`src/rtl/adder_sum_accumulator_pkg.sv`:
```
// Shared types and limits for the windowed sum accumulator.
package adder_sum_accumulator_pkg;

  typedef enum logic {
    ACCUM = 1'b0,
    DONE  = 1'b1
  } state_t;

  localparam int WINDOW_MIN = 2;
  localparam int WINDOW_MAX = 32;
  localparam int ACC_W_MIN  = 8;
  localparam int ACC_W_MAX  = 16;
  localparam int IN_W       = 7;
  localparam int DROP_W     = 8;

  localparam logic [DROP_W-1:0] DROP_MAX = '1;

endpackage

```
`src/rtl/adder_sum_accumulator_if.sv`:
```
// Sample input, window-result output and status signals of the accumulator.
interface adder_sum_accumulator_if #(
  parameter int ACC_W = 12
);
  import adder_sum_accumulator_pkg::*;

  logic              in_valid;
  logic [IN_W-1:0]   in_sum;
  logic              clear;
  logic              out_valid;
  logic              out_ready;
  logic [ACC_W-1:0]  out_sum;
  logic              out_overflow;
  logic              overrun;
  logic [DROP_W-1:0] drop_count;

  modport master (
    output in_valid, in_sum, clear, out_ready,
    input  out_valid, out_sum, out_overflow, overrun, drop_count
  );

  modport slave (
    input  in_valid, in_sum, clear, out_ready,
    output out_valid, out_sum, out_overflow, overrun, drop_count
  );

endinterface

```
`src/rtl/adder_sum_accumulator_sat_add.sv`:
```
// Unsigned adder clamping to all-ones, reporting when the clamp engaged.
module sat_add #(
  parameter int W = 12
) (
  input  logic [W-1:0] a,
  input  logic [W-1:0] b,
  output logic [W-1:0] sum,
  output logic         sat
);

  function automatic logic [W-1:0] saturate(input logic [W:0] full);
    return full[W] ? {W{1'b1}} : full[W-1:0];
  endfunction

  logic [W:0] full;

  assign full = {1'b0, a} + {1'b0, b};
  assign sat  = full[W];
  assign sum  = saturate(full);

endmodule

```
`src/rtl/adder_sum_accumulator.sv`:
```
// Accumulates WINDOW input sums, then hands the saturated total to a
// single-entry result register; results arriving while it is still full are dropped.
module adder_sum_accumulator
  import adder_sum_accumulator_pkg::*;
#(
  parameter int WINDOW = 4,
  parameter int ACC_W  = 12
) (
  input logic                    clk,
  input logic                    reset,
  adder_sum_accumulator_if.slave bus
);

  localparam int CNT_W = $clog2(WINDOW + 1);

  if (WINDOW < WINDOW_MIN || WINDOW > WINDOW_MAX) begin : g_window_check
    $error("adder_sum_accumulator: WINDOW out of legal range");
  end
  if (ACC_W < ACC_W_MIN || ACC_W > ACC_W_MAX) begin : g_acc_w_check
    $error("adder_sum_accumulator: ACC_W out of legal range");
  end

  state_t            state, state_nxt;
  logic [ACC_W-1:0]  acc, acc_nxt, acc_base, add_sum, sample;
  logic [CNT_W-1:0]  count, count_nxt, count_base;
  logic              ovf, ovf_nxt, ovf_base, add_sat;
  logic              restart, complete, load, drop;
  logic              hold_valid, hold_ovf, overrun_flag;
  logic [ACC_W-1:0]  hold_sum;
  logic [DROP_W-1:0] drops;

  // The DONE cycle and clear both start a fresh window, yet a sample in that
  // same cycle still counts as sample 1, so restart selects the add base.
  assign restart    = (state == DONE) || bus.clear;
  assign acc_base   = restart ? '0 : acc;
  assign count_base = restart ? '0 : count;
  assign ovf_base   = restart ? 1'b0 : ovf;
  assign sample     = {{(ACC_W - IN_W){1'b0}}, bus.in_sum};

  sat_add #(.W(ACC_W)) u_sat_add (
    .a   (acc_base),
    .b   (sample),
    .sum (add_sum),
    .sat (add_sat)
  );

  always_comb begin
    state_nxt = ACCUM;
    acc_nxt   = acc_base;
    count_nxt = count_base;
    ovf_nxt   = ovf_base;
    complete  = 1'b0;
    if (bus.in_valid) begin
      acc_nxt   = add_sum;
      count_nxt = count_base + CNT_W'(1);
      ovf_nxt   = ovf_base | add_sat;
      complete  = !bus.clear && (count_nxt == CNT_W'(WINDOW));
    end
    if (complete) state_nxt = DONE;
    load = complete && (!hold_valid || bus.out_ready);
    drop = complete && hold_valid && !bus.out_ready;
  end

  always_ff @(posedge clk or posedge reset) begin
    if (reset) state <= ACCUM;
    else       state <= state_nxt;
  end

  // Window accumulation stage
  always_ff @(posedge clk or posedge reset) begin
    if (reset) begin
      acc   <= '0;
      count <= '0;
      ovf   <= 1'b0;
    end else begin
      acc   <= acc_nxt;
      count <= count_nxt;
      ovf   <= ovf_nxt;
    end
  end

  // Result register and drop bookkeeping stage
  always_ff @(posedge clk or posedge reset) begin
    if (reset) begin
      hold_valid   <= 1'b0;
      hold_sum     <= '0;
      hold_ovf     <= 1'b0;
      overrun_flag <= 1'b0;
      drops        <= '0;
    end else begin
      if (load) begin
        hold_valid <= 1'b1;
        hold_sum   <= acc_nxt;
        hold_ovf   <= ovf_nxt;
      end else if (bus.out_ready) begin
        hold_valid <= 1'b0;
      end
      if (drop) overrun_flag <= 1'b1;
      if (drop && drops != DROP_MAX) drops <= drops + DROP_W'(1);
    end
  end

  assign bus.out_valid    = hold_valid;
  assign bus.out_sum      = hold_sum;
  assign bus.out_overflow = hold_ovf;
  assign bus.overrun      = overrun_flag;
  assign bus.drop_count   = drops;

endmodule

```
`src/flat_wrapper.sv`:
```
// flat-port wrapper written by rule: the top's interface ports become plain ports
module adder_sum_accumulator_flat import adder_sum_accumulator_pkg::*;
#(
  parameter int WINDOW = 4,
  parameter int ACC_W  = 12
)
  (clk, reset, bus_in_valid, bus_in_sum, bus_clear, bus_out_ready, bus_out_valid, bus_out_sum, bus_out_overflow, bus_overrun, bus_drop_count);
  adder_sum_accumulator_if #(.ACC_W(ACC_W)) bus_i ();
  input logic clk;
  input logic reset;
  input wire logic [$bits(bus_i.in_valid)-1:0] bus_in_valid;
  input wire logic [$bits(bus_i.in_sum)-1:0] bus_in_sum;
  input wire logic [$bits(bus_i.clear)-1:0] bus_clear;
  input wire logic [$bits(bus_i.out_ready)-1:0] bus_out_ready;
  output wire logic [$bits(bus_i.out_valid)-1:0] bus_out_valid;
  output wire logic [$bits(bus_i.out_sum)-1:0] bus_out_sum;
  output wire logic [$bits(bus_i.out_overflow)-1:0] bus_out_overflow;
  output wire logic [$bits(bus_i.overrun)-1:0] bus_overrun;
  output wire logic [$bits(bus_i.drop_count)-1:0] bus_drop_count;
  assign bus_i.in_valid = bus_in_valid;
  assign bus_i.in_sum = bus_in_sum;
  assign bus_i.clear = bus_clear;
  assign bus_i.out_ready = bus_out_ready;
  assign bus_out_valid = bus_i.out_valid;
  assign bus_out_sum = bus_i.out_sum;
  assign bus_out_overflow = bus_i.out_overflow;
  assign bus_overrun = bus_i.overrun;
  assign bus_drop_count = bus_i.drop_count;
  adder_sum_accumulator #(.WINDOW(WINDOW), .ACC_W(ACC_W)) u_core (.clk(clk), .reset(reset), .bus(bus_i));
endmodule
```
`config.mk`:
```
export PLATFORM = sky130hd
export DESIGN_NAME = adder_sum_accumulator_flat
export DESIGN_NICKNAME = d
export VERILOG_FILES = /design/src/rtl/adder_sum_accumulator_pkg.sv /design/src/rtl/adder_sum_accumulator_if.sv /design/src/rtl/adder_sum_accumulator_sat_add.sv /design/src/rtl/adder_sum_accumulator.sv /design/src/flat_wrapper.sv
export SDC_FILE = /design/constraint.sdc
export NUM_CORES = 1
export LEC_CHECK = 0
export ABC_AREA = 1
export BUFFER_PORTS_ARGS = -buffer_cell sky130_fd_sc_hd__buf_2
export CORE_MARGIN = 10
export CORE_UTILIZATION = 30
export DETAILED_ROUTE_END_ITERATION = 7
export GPL_TIMING_DRIVEN = 0
export PLACE_DENSITY = 0.48
export SLEW_MARGIN = 20
export SYNTH_ARGS = -nofsm -noshare
export SYNTH_HDL_FRONTEND = slang
export SYNTH_HIERARCHICAL = 1
export SYNTH_SLANG_ARGS = --single-unit
```
`constraint.sdc`:
```
create_clock -name clk -period 5.1 [get_ports clk]
set_input_delay 1.275 -clock clk [delete_from_list [all_inputs] [get_ports clk]]
set_output_delay 1.275 -clock clk [all_outputs]
set_load 0.01 [all_outputs]
```
Word-level counts from Yosys, hierarchy flattened:

Cells that the tools add are included.

* word-level logic and storage cells: 37
* bits in registers: 40
* input bits: 12

* add/subtract/negate cells: 3
* equal/unequal tests: 2
* reductions and logical operators: 11
* multiplexer cells: 11
* bitwise logic cells: 1

Operators with widths (number)
* two-way mux 12 bit: 3
* adder 12 x 7 -> 13 bit: 1
* adder 8 x 1 -> 8 bit, second input constant: 1
* inequality test 8 bit, second input constant: 1
* two-way mux 1 bit: 6
* two-way mux 3 bit: 2
* logical AND 1 bit: 5
* adder 3 x 1 -> 3 bit, second input constant: 1
* == test 3 bit, second input constant: 1
* zero test 1 bit: 3
* logical OR 1 bit: 2
* nonzero test 2 bit: 1
* OR 1 bit: 1

Depth between registers and ports, before layout:

* word-level depth: 9
* depth in mapped cells: 18
* depth with buffers taken out: 16

Hierarchy:

Netlist, hierarchy kept.

Modules (own cells, without submodules)
* adder_sum_accumulator: times used 1, area an instance 1901.8 sq um, seq. area each 1001.0 sq um, cells each 236
* sat_add: times used 1, area an instance 768.2 sq um, seq. area each 0.0 sq um, cells each 147

Least setup slack after synthesis:

No wires, ideal clock.

* path type: input -> register
* start point: input bus_clear
* end point: register u_core.hold_ovf, in the netlist u_core/bus.out_overflow
* arrival time: 3.035 ns
* data required time: 4.984 ns
* stages on the path: 15
* path buffers: 1
* setup time: 0.116 ns
* setup slack: 1.949 ns
* path through: nor2_4 -> inv_1 -> nor2_1 -> ha_1 -> fa_1 -> nand2_1 -> nand3_2 -> nand2_1 -> nor2_2 -> nor2_2 -> buf_6 -> inv_1 -> a22o_1 -> nand2_1 -> nand2_1

* elaborated cells between the ends (all ways): 13

RTL lines
* from (decl): line flat_wrapper.sv:13 `input wire logic [$bits(bus_i.clear)-1:0] bus_clear;`
* logical OR 1 bit: line adder_sum_accumulator.sv:34 `assign restart = (state == DONE) || bus.clear;`
* two-way mux 12 bit: line adder_sum_accumulator.sv:35 `assign acc_base = restart ? '0 : acc;`
* named net u_core.acc_base[0]: line adder_sum_accumulator.sv:24 `logic [ACC_W-1:0] acc, acc_nxt, acc_base, add_sum, sample;`
* adder 12 x 7 -> 13 bit: line adder_sum_accumulator_sat_add.sv:17 `assign full = {1'b0, a} + {1'b0, b};`
* named net u_core.add_sat: line adder_sum_accumulator.sv:26 `logic ovf, ovf_nxt, ovf_base, add_sat;`
* OR 1 bit: line adder_sum_accumulator.sv:56 `ovf_nxt = ovf_base | add_sat;`
* two-way mux 1 bit: line adder_sum_accumulator.sv:53 `if (bus.in_valid) begin`
* named net u_core.ovf_nxt: line adder_sum_accumulator.sv:26
* to (signal assigned): line adder_sum_accumulator.sv:94 `hold_ovf <= ovf_nxt;`
* to (decl): line adder_sum_accumulator.sv:28 `logic hold_valid, hold_ovf, overrun_flag;`

The timed path passes the listed nets, and every way through them passes these cells.
A chain may end at the register's enable or synchronous reset.

Final worst setup path:

* start point: input bus_clear
* end point: register u_core.hold_sum[6], in the netlist u_core/bus.out_sum[6]

* elaborated cells between the ends (all ways): 12

RTL lines
* logical OR 1 bit: line adder_sum_accumulator.sv:34
* two-way mux 12 bit: line adder_sum_accumulator.sv:35
* named net u_core.acc_base[2]: line adder_sum_accumulator.sv:24
* adder 12 x 7 -> 13 bit: line adder_sum_accumulator_sat_add.sv:17
* two-way mux 12 bit: line adder_sum_accumulator_sat_add.sv:12 `return full[W] ? {W{1'b1}} : full[W-1:0];`
* named net u_core.add_sum[6]: line adder_sum_accumulator.sv:24
* two-way mux 12 bit: line adder_sum_accumulator.sv:53
* named net u_core.acc_nxt[6]: line adder_sum_accumulator.sv:24
* to (signal assigned): line adder_sum_accumulator.sv:93 `hold_sum <= acc_nxt;`
* to (decl): line adder_sum_accumulator.sv:29 `logic [ACC_W-1:0] hold_sum;`

The timed path passes the listed nets, and every way through them passes these cells.

==> flow_metrics.env <==
export IMPL_dr_wl_met2_mm=3.10
export IMPL_yosys_warnings=6
export IMPL_reg2reg_from="u_core/state"
export IMPL_synth_cell_types=29
export IMPL_fin_crit_ps=3370
export IMPL_grt_total_usage_pct=10.9
export IMPL_io_buffers=33
export IMPL_avgViaCountPerCell=4.43
export IMPL_grt_pass1_wl_mm=11.8
export IMPL_cp_start_kind="input pin"
export IMPL_critPathSlowestCell="ha_1"
export IMPL_synth_edf_count=0
export IMPL_die_area_sq_mm=0.0131
export IMPL_fin_cells=536
export IMPL_grt_max_degree=33
export IMPL_crit_end="u_core/bus.out_sum[6]"
export IMPL_maxClockFrequency_mhz=297
export IMPL_synthCells=383
export IMPL_routedWlPerCell_um=12.3
export IMPL_cts_resized_gates=0
export IMPL_required_ps=5280
export IMPL_die_w_um=114
export IMPL_finalSetupTns_ps=0
export IMPL_grt_pass1_vias=2528
export IMPL_dp_cells=529
export IMPL_critPathArrivalTime_ps=3550
export IMPL_crit_path_max_fanout=10
export IMPL_antenna_found_initial=0
export IMPL_dp_hpwl_mm=5.19
export IMPL_layout_cells_most_common="nand2_1"
export IMPL_path_cells="buf_2 -> nor2_4 -> inv_1 -> buf_2 -> nor2_1 -> ha_1 -> nand2_1 -> nand3_2 -> nand2_1 -> nor2_2 -> nor2_2 -> buf_6 -> nand3b_1 -> nand2_1 -> nand2_1 -> nand2_1 -> nand2_1"
export IMPL_fin_util_pct=35.5
export IMPL_fp_dieH_um=114
export IMPL_mostFrequentLayoutCells="164 x nand2_1, 58 x inv_1, 40 x dfrtp_1"
export IMPL_avgSynthCellArea_sq_um=6.97
export IMPL_pwr_density_cell_mw_per_mm2=262
export IMPL_rsz0062_at_grt="no"
export IMPL_reg2reg_to="u_core/bus.out_sum[6]"
export IMPL_routabilityCongestion=0.842
export IMPL_ir_drop_mv=0.109
export IMPL_critPathTopFamily="simple AND/OR/NAND/NOR gates"
export IMPL_critPathBufInv=4
export IMPL_fp_row_count=34
export IMPL_io_pins=35
export IMPL_clock_skew_ps=7.96
export IMPL_syn_to_final_growth_pct=15.5
export IMPL_synth_seq_cells=40
export IMPL_dr_pass1_iters=4
export IMPL_cp_slowest_stage_delay_ps=320
export IMPL_ant_nets=0
export IMPL_core_sq_mm=0.00868
export IMPL_antenna_cells=0
export IMPL_hold_buffers=0
export IMPL_final_hold_viol_count=0
export IMPL_cts_sinks=40
export IMPL_drive_above_1_share_pct=14.7
export IMPL_start_util_pct=30.8
export IMPL_synth_main_ff_cell="dfrtp_1"
export IMPL_worstSetupPathDepth=17
export IMPL_seq_area_frac_synth_pct=37.5
export IMPL_synth_area_sq_mm=0.00267
export IMPL_routed_top_layer="met4"
export IMPL_cts_buffers=5
export IMPL_crit_type="input pin to register"
export IMPL_hold_depth=1
export IMPL_slew_viol_final=0
export IMPL_clk_latency_ps=280
export IMPL_r2r_cells=16
export IMPL_grt_ovfl_total=0
export IMPL_setup_viol=0
export IMPL_crit_start="bus_clear"
export IMPL_post_cts_buffers=0
export IMPL_root_buffer="clkbuf_8"
export IMPL_routed_wl_mm=6.58
export IMPL_status="finished clean"
export IMPL_num_vias=2376
export IMPL_nNetsFinal=455
export IMPL_drcViolationCount=0
export IMPL_p_leak_nw=1.88
export IMPL_min_path_type="register to register"
export IMPL_fillers=979
export IMPL_cpMostUsedCell="nand2_1"
export IMPL_wl_met3_um=355
export IMPL_endpoint_kind="register"
export IMPL_drt_initial_drc_count=114
export IMPL_r2r_setup_slack_ps=2400
export IMPL_fin_crit_sh_pct=66.1
export IMPL_wl_met1_mm=3.07
export IMPL_path_clk_slew_ps=80
export IMPL_async_flop_share_pct=100
export IMPL_cts_tree="done"
export IMPL_cap_violations=0
export IMPL_htreeDepth=2
export IMPL_clk_path_buf_depth=2
cell type report:
cell class              instances  area [sq um]  area share, %
clock inverters                 1          5.00          0.162
plain buffers                   9          65.1           2.11
inverters                      59           221           7.18
clock buffers                   6          72.6           2.35
well taps                     108           135           4.38
repair buffers                 34           185           6.01
flip-flops and latches         40          1000           32.5
multi-input cells             279          1400           45.3
routing by layer:
metal	global-route usage, %	up-vias
li1	-	1257
met1	13.4	1072
met2	18.4	43
met3	3.09	4
met4	2.42	0
met5	0	-
cells in the mapped netlist, types with 2 or more instances:
library cell / count / area [sq um]
nand4_1: 14 / 87.6
nand2_1: 164 / 616
buf_2: 4 / 20.0
nand3b_1: 2 / 15.0
nand3_1: 18 / 90.1
nor2_2: 3 / 18.8
xor2_1: 5 / 43.8
ha_1: 14 / 175
nand3_2: 3 / 30.0
buf_6: 3 / 33.8
dfrtp_1: 40 / 1000
a21oi_1: 6 / 30.0
nand2_2: 3 / 18.8
xnor2_1: 4 / 35.0
o21ai_0: 2 / 10.0
nor2_4: 2 / 22.5
inv_1: 59 / 221
nor2_1: 26 / 97.6
report_power, final:
group          internal, mW  total [mW]  switching [mW]
Clock                0.0930       0.196           0.103
Sequential            0.349       0.359          0.0100
Combinational        0.0922       0.255           0.163
worst reg2reg max path: cells and delay by family, from the launching register on:
kind	cells	cell delay, ps
flip-flops	1	400
adder cells (fa/ha/maj)	1	320
buffers and inverters	3	480
AND/OR/NAND/NOR	12	1390
through the flow:
| stage | total power [mW] | instance area [sq um] | hold WS (ps) | worst slack (ps) |
|---|---|---|---|---|
| floorplan | 0.559 | 2690 | 466 | 1950 |
| global placement | 0.618 | 2990 | 438 | 1400 |
| detailed placement | 0.620 | 3010 | 440 | 1380 |
| CTS | 0.823 | 3080 | 460 | 1690 |
| global route | 0.884 | 3080 | 477 | 1440 |
| finish | 0.809 | 3080 | 453 | 1730 |
cell families after synthesis:
logic type                 Yosys count  share of synthesized area [%]
and+or+nand+nor                    238                           38.8
buffers and inverters               68                           10.7
DFF                                 40                           37.5
adders and majority gates           15                           7.31
AOI/OAI and AO/OA                   12                           2.62
xor gates and xnor gates             9                           2.95
other                                1                          0.140
registers in the layout, summed over array words and instances, names as in the netlist:
register / flops
u_core/bus.out_valid: 1
u_core/count: 3
u_core/bus.overrun: 1
u_core/bus.out_sum: 12
u_core/bus.out_overflow: 1
u_core/acc: 12
u_core/state: 1
u_core/ovf: 1
u_core/bus.drop_count: 8
how the worst min path moves through the flow:
stage	from	to	slack [ps]
global placement	u_core/bus.overrun	u_core/bus.overrun	440
detailed placement	u_core/bus.overrun	u_core/bus.overrun	440
CTS	u_core/bus.overrun	u_core/bus.overrun	460
floorplan	u_core/ovf	u_core/ovf	470
finish	u_core/bus.overrun	u_core/bus.overrun	450
global route	u_core/bus.overrun	u_core/bus.overrun	480
(Power assumes the default switching activity.)
